## config.mk

```make
export PLATFORM = sky130hd
export DESIGN_NAME = pipe_stage_chain
export DESIGN_NICKNAME = d
export VERILOG_FILES = /design/src/rtl/pipe_stage_chain.sv
export SDC_FILE = /design/constraint.sdc
export NUM_CORES = 1
export LEC_CHECK = 0
export BUFFER_PORTS_ARGS = -buffer_cell sky130_fd_sc_hd__buf_2
export CAP_MARGIN = 20
export CORE_UTILIZATION = 30
export CTS_BUF_LIST = sky130_fd_sc_hd__clkbuf_8
export DETAILED_ROUTE_END_ITERATION = 8
export GPL_ROUTABILITY_DRIVEN = 0
export HOLD_SLACK_MARGIN = 0.15
export PLACE_DENSITY = 0.66
export SETUP_SLACK_MARGIN = 0.15
export SYNTH_ARGS = -nofsm -noshare
export SYNTH_HDL_FRONTEND = slang
export SYNTH_SLANG_ARGS = --single-unit
```

## constraint.sdc

```tcl
create_clock -name clk_i -period 3.7 [get_ports clk_i]
set_input_delay 0 -clock clk_i [delete_from_list [all_inputs] [get_ports clk_i]]
set_output_delay 0 -clock clk_i [all_outputs]
set_load 0.01 [all_outputs]
```

## src/rtl/pipe_stage_chain.sv

```systemverilog
// Parametrised pipeline-register chain carrying a control and a data bundle through DEPTH stages.
// It supports a global hold, a flush of every stage, and bubble insertion at the entry stage.
module pipe_stage_chain #(
    parameter int unsigned       CTRL_W      = 7,
    parameter int unsigned       DATA_W      = 121,
    parameter int unsigned       DEPTH       = 1,
    parameter logic [CTRL_W-1:0] CTRL_BUBBLE = '0
) (
    input  logic                         clk_i,
    input  logic                         rst_i,
    input  logic                         stall_i,
    input  logic                         flush_i,
    input  logic                         bubble_i,
    input  logic                         valid_i,
    input  logic [CTRL_W-1:0]            ctrl_i,
    input  logic [DATA_W-1:0]            data_i,
    output logic                         valid_o,
    output logic [CTRL_W-1:0]            ctrl_o,
    output logic [DATA_W-1:0]            data_o,
    output logic [DEPTH-1:0]             stage_valid_o,
    output logic [$clog2(DEPTH+1)-1:0]   occupancy_o
);

    localparam int unsigned OCC_W = $clog2(DEPTH + 1);

    if (DEPTH < 1 || DEPTH > 8) begin : g_bad_depth
        $error("pipe_stage_chain: DEPTH must be in 1..8");
    end

    logic [DEPTH-1:0]  vld_q;
    logic [CTRL_W-1:0] ctl_q [DEPTH];
    logic [DATA_W-1:0] dat_q [DEPTH];
    logic [OCC_W-1:0]  occ_q;

    logic              v0_next;
    logic [OCC_W-1:0]  occ_next;

    // Occupancy is tracked incrementally: an entering valid adds one, a departing valid removes one.
    always_comb begin
        v0_next  = 1'b0;
        occ_next = occ_q;
        v0_next  = bubble_i ? 1'b0 : valid_i;
        occ_next = occ_q + OCC_W'(v0_next) - OCC_W'(vld_q[DEPTH-1]);
    end

    // Priority: reset > flush > stall > bubble > advance; invalid stages always hold the bubble word.
    always_ff @(posedge clk_i or posedge rst_i) begin
        if (rst_i) begin
            vld_q <= '0;
            occ_q <= '0;
            for (int k = 0; k < int'(DEPTH); k++) begin
                ctl_q[k] <= CTRL_BUBBLE;
                dat_q[k] <= '0;
            end
        end else if (flush_i) begin
            vld_q <= '0;
            occ_q <= '0;
            for (int k = 0; k < int'(DEPTH); k++) begin
                ctl_q[k] <= CTRL_BUBBLE;
            end
        end else if (!stall_i) begin
            for (int k = 1; k < int'(DEPTH); k++) begin
                vld_q[k] <= vld_q[k-1];
                ctl_q[k] <= ctl_q[k-1];
                dat_q[k] <= dat_q[k-1];
            end
            vld_q[0] <= v0_next;
            ctl_q[0] <= v0_next ? ctrl_i : CTRL_BUBBLE;
            if (!bubble_i) begin
                dat_q[0] <= data_i;
            end
            occ_q <= occ_next;
        end
    end

    assign valid_o       = vld_q[DEPTH-1];
    assign ctrl_o        = ctl_q[DEPTH-1];
    assign data_o        = dat_q[DEPTH-1];
    assign stage_valid_o = vld_q;
    assign occupancy_o   = occ_q;

endmodule

```

======== After elaboration in Yosys (flattened, before gate mapping) ========
Index checks and enable logic that the tools add are counted.
word-level totals
  bits of input ports ..................... 134
  logic and storage cells ................. 19
  bits in registers ....................... 130
cells by class
  add/sub/neg operators ................... 2
  mux-type cells .......................... 8
  eq/ne operators ......................... 1
  bitwise logic cells ..................... 3
  reductions and logical operators ........ 1
operators by type and width
  kind                  number
  $mux W7               3
  $mux W1               5
  $not A1 Y1            3
  $reduce_and A3 Y1     1
  $ne A2 B1 Y1 const B  1
  $add A1 B1 Y1         1
  $sub A1 B1 Y1         1

======== Longest topological paths before layout ========
  depth in word-level cells ............... 5
  depth in mapped cells ................... 4
  depth with buffers taken out ............ 3

======== Least setup slack after synthesis ========
Ideal clock, no wire load.
  path type ............................... reg-to-reg
  start point ............................. register vld_q (netlist: stage_valid_o)
  end point ............................... register occ_q (netlist: occupancy_o)
  arrival time ............................ 1015 ps
  setup slack ............................. 2560 ps
  buffers on the path ..................... 0
  stages on the path, launching flop included .. 4
  period minus slack after synthesis ...... 1140 ps
  path through ............................ dfrtp_1 -> nor2b_1 -> mux2i_1 -> mux2_2
on the way
  cells in the longest elaborated chain, start to end .. 3
RTL lines
  item                               RTL line  text
  from (decl)                        30        logic [DEPTH-1:0] vld_q;
  from (signal, indexed assignment)  63        vld_q[k] <= vld_q[k-1];
  $sub A1 B1 Y1                      43        occ_next = occ_q + OCC_W'(v0_next) - OCC_W'(vld_q[DEPTH-1]);
  $mux W1                            61        end else if (!stall_i) begin
  $mux W1                            55        end else if (flush_i) begin
  to (signal assigned)               72        occ_q <= occ_next;
  to (decl)                          33        logic [OCC_W-1:0] occ_q;
No other way between the ends. The select of a mux whose other input is x is not followed.
A chain may end at the register's enable or synchronous reset.

======== Final worst setup path ========
  start point ............................. input port bubble_i
  end point ............................... register ctl_q, in the netlist ctrl_o[1]
on the way
  cells in the longest elaborated chain, start to end .. 4
RTL lines
  item                             RTL line  text
  from (decl)                      13        input logic bubble_i,
  $mux W1                          42        v0_next = bubble_i ? 1'b0 : valid_i;
  $mux W7                          68        ctl_q[0] <= v0_next ? ctrl_i : CTRL_BUBBLE;
  $mux W7                          61
  $mux W7                          55
  to (signal, indexed assignment)  64        ctl_q[k] <= ctl_q[k-1];
  to (decl)                        31        logic [CTRL_W-1:0] ctl_q [DEPTH];
No other way between the ends. The select of a mux whose other input is x is not followed.

==> metrics.cfg <==
[worst_setup_path]
worstPathMaxFanout = 9
ff2ff_setup_slack_ps = 2380
end_kind = flip-flop
cp_slowest_cell = dlygate4sd3_1
cpMostUsedCell = dlygate4sd3_1
r2r_cells = 3
worstReg2RegEnd = stage_valid_o
crit_chain = buf_2, nor2b_1, nand3b_1, dlygate4sd3_1, a21oi_1, dlygate4sd3_1
slowest_delay_ps = 600
crit_path_start_kind = input pin
critPathKind = input pin to flip-flop
reg2reg_from = stage_valid_o
cp.arrival_ps = 2170
crit_required_ps = 4070

[cts]
ctsResizeCount = 0
insertion_delay_ps = 430
clkTransAtPathRegs_ps = 80
cts_made_buffers = 17
clock-sinks = 130
cts_tree = built
h-tree-depth = 4
cts_root_buffer = clkbuf_8
clock_path_buffers = 2

[grt]
overflow = 0
grt_pass1_vias = 4383
grt_pass1_wl_um = 21300
antenna_found_initial = 0
grt_usage = 0.165
grt_max_degree = 68

[timing]
min_period_over_period = 0.485
rsz0062_at_grt = no
fin_crit_ps = 1790
max_freq_mhz = 557
setup_viol = 0
timing.slew.headroom = 0.415
fin_skew_ps = 3.17
timing_hold_violations_final = 0
fin_tns_setup_ps = 0
hold_ws_ps = 250
timing.final.max_slew_violations = 0
worst_slew_pin_slew_ps = 878

[floorplanning]
die_y_um = 130
fp.coreArea_um2 = 16000
die_w_um = 130
start_util = 0.309
dieArea_um2 = 17000
rows = 46
ios = 265

[yosys]
yosysWarnings = 0
ys_seq_area_frac = 0.657
synth_cell_types = 15
ys_seq_elements = 130
syn_avg_cell_area_um2 = 16.5
syn-cell-area_um2 = 4950
syn-num-nets = 434
synthCells = 300

[route]
wire_per_inst_um = 15.0
drtIter0Drc = 98
vias = 4070
drc = 0
drt_wl_total_um = 14100
ant_nets = 0
firstDrtPassIters = 4
vias_per_cell = 4.32

[layout]
fin_nets = 848
final_common_cell = buf_2
area_growth_pct = 68.3
final_util = 0.520
fin_area_um2 = 8330
antenna_cells = 0
final_cell_mix = buf_2, dlygate4sd3_1, dfrtp_1
drive_gt1_frac = 0.457
fin_cells = 943

[job]
max_cap_violations = 0

[hold_path]
min_to = occupancy_o
hp-class = input pin to flip-flop
hold_start = stall_i
whs_path_depth = 4

[power]
vdd_ir_drop_max_v = 0.000238
power.leakage_nw = 4.01
p_per_area_nw_per_um2 = 481

[outcome]
status = finished, final reports clean

[placed_design]
postPlaceCellArea_um2 = 6440
hpwl_um = 8340
dp.cells = 766
io_buffers = 264

-- Yosys cell counts --
master | count | area share
dfrtp_1 | 130 | 0.66
nor3_2 | 1 | 0.0020
inv_1 | 1 | 0.00076
mux2i_1 | 2 | 0.0040
mux2_2 | 32 | 0.073
clkbuf_1 | 2 | 0.0015
buf_6 | 9 | 0.020
mux2_1 | 90 | 0.20
buf_4 | 2 | 0.0030
nand3b_1 | 7 | 0.011
buf_2 | 4 | 0.0040
nor2_1 | 3 | 0.0023
a21oi_1 | 7 | 0.0071
nor2b_1 | 3 | 0.0038
nand2_1 | 7 | 0.0053
-- area by class of cell --
type / count / area, um2
Clock buffer: 18 / 248
Clock inverter: 14 / 189
Fill cell: 1359 / 7670
Inverter: 1 / 6.26
Multi-Input combinational cell: 152 / 1550
Sequential cell: 130 / 3250
Tap cell: 216 / 270
Timing Repair Buffer: 412 / 2810
-- cell families (layout without fill, tap and decap cells) --
logic type / count (synthesis) / in the layout / synth area share
buffers and inverters: 18 / 445 / 0.0298
AO/OA/AOI/OAI: 7 / 7 / 0.00708
flip-flops: 130 / 130 / 0.657
AND/OR/NAND/NOR: 21 / 21 / 0.0240
multiplexers: 124 / 124 / 0.282
-- metal layers --
layer	vias up	routed length (um)	track usage
li1	1875	-	-
met4	0	271	0.0730
met3	24	1070	0.0537
met5	-	0	0
met1	1985	5410	0.176
met2	186	7390	0.298
-- repair_timing --
action,in CTS,in global routing
hold endpoints to repair,194,0
buffers inserted,0,0
hold buffers,145,0
-- registers in the layout, summed over array words and instances, names as in the netlist --
register	flops
data_o	121
ctrl_o	7
stage_valid_o	1
occupancy_o	1
-- stage by stage --
stage	total power, mW	setup WS [ps]
floorplan	2.18	231
global placement	2.55	2070
detailed placement	2.58	2010
CTS	4.05	1960
global route	4.23	1840
finish	4.00	1910
-- how the worst max path moves through the flow --
stage	cells after the start	startpoint	slack, ps	endpoint
after global placement	4	stall_i	2070	data_o[21]
final	6	bubble_i	1910	ctrl_o[1]
after detailed placement	4	stall_i	2010	data_o[97]
after floorplan	1	rst_i	230	ctrl_o[0]
after global routing	6	bubble_i	1840	ctrl_o[1]
after CTS	5	flush_i	1960	data_o[59]
-- critical path, delay by kind of cell --
| family | cells | cell delay (ps) |
|---|---|---|
| simple gates | 2 | 710 |
| buf+inv | 3 | 1290 |
| compound gates | 1 | 160 |
-- where the power goes --
group | total [mW] | switching [mW] | internal (mW) | leakage, nW
Clock | 1.32 | 0.572 | 0.750 | 0.220
Combinational | 0.880 | 0.407 | 0.473 | 2.24
Sequential | 1.80 | 0.128 | 1.67 | 1.56
(Power assumes the default switching activity.)
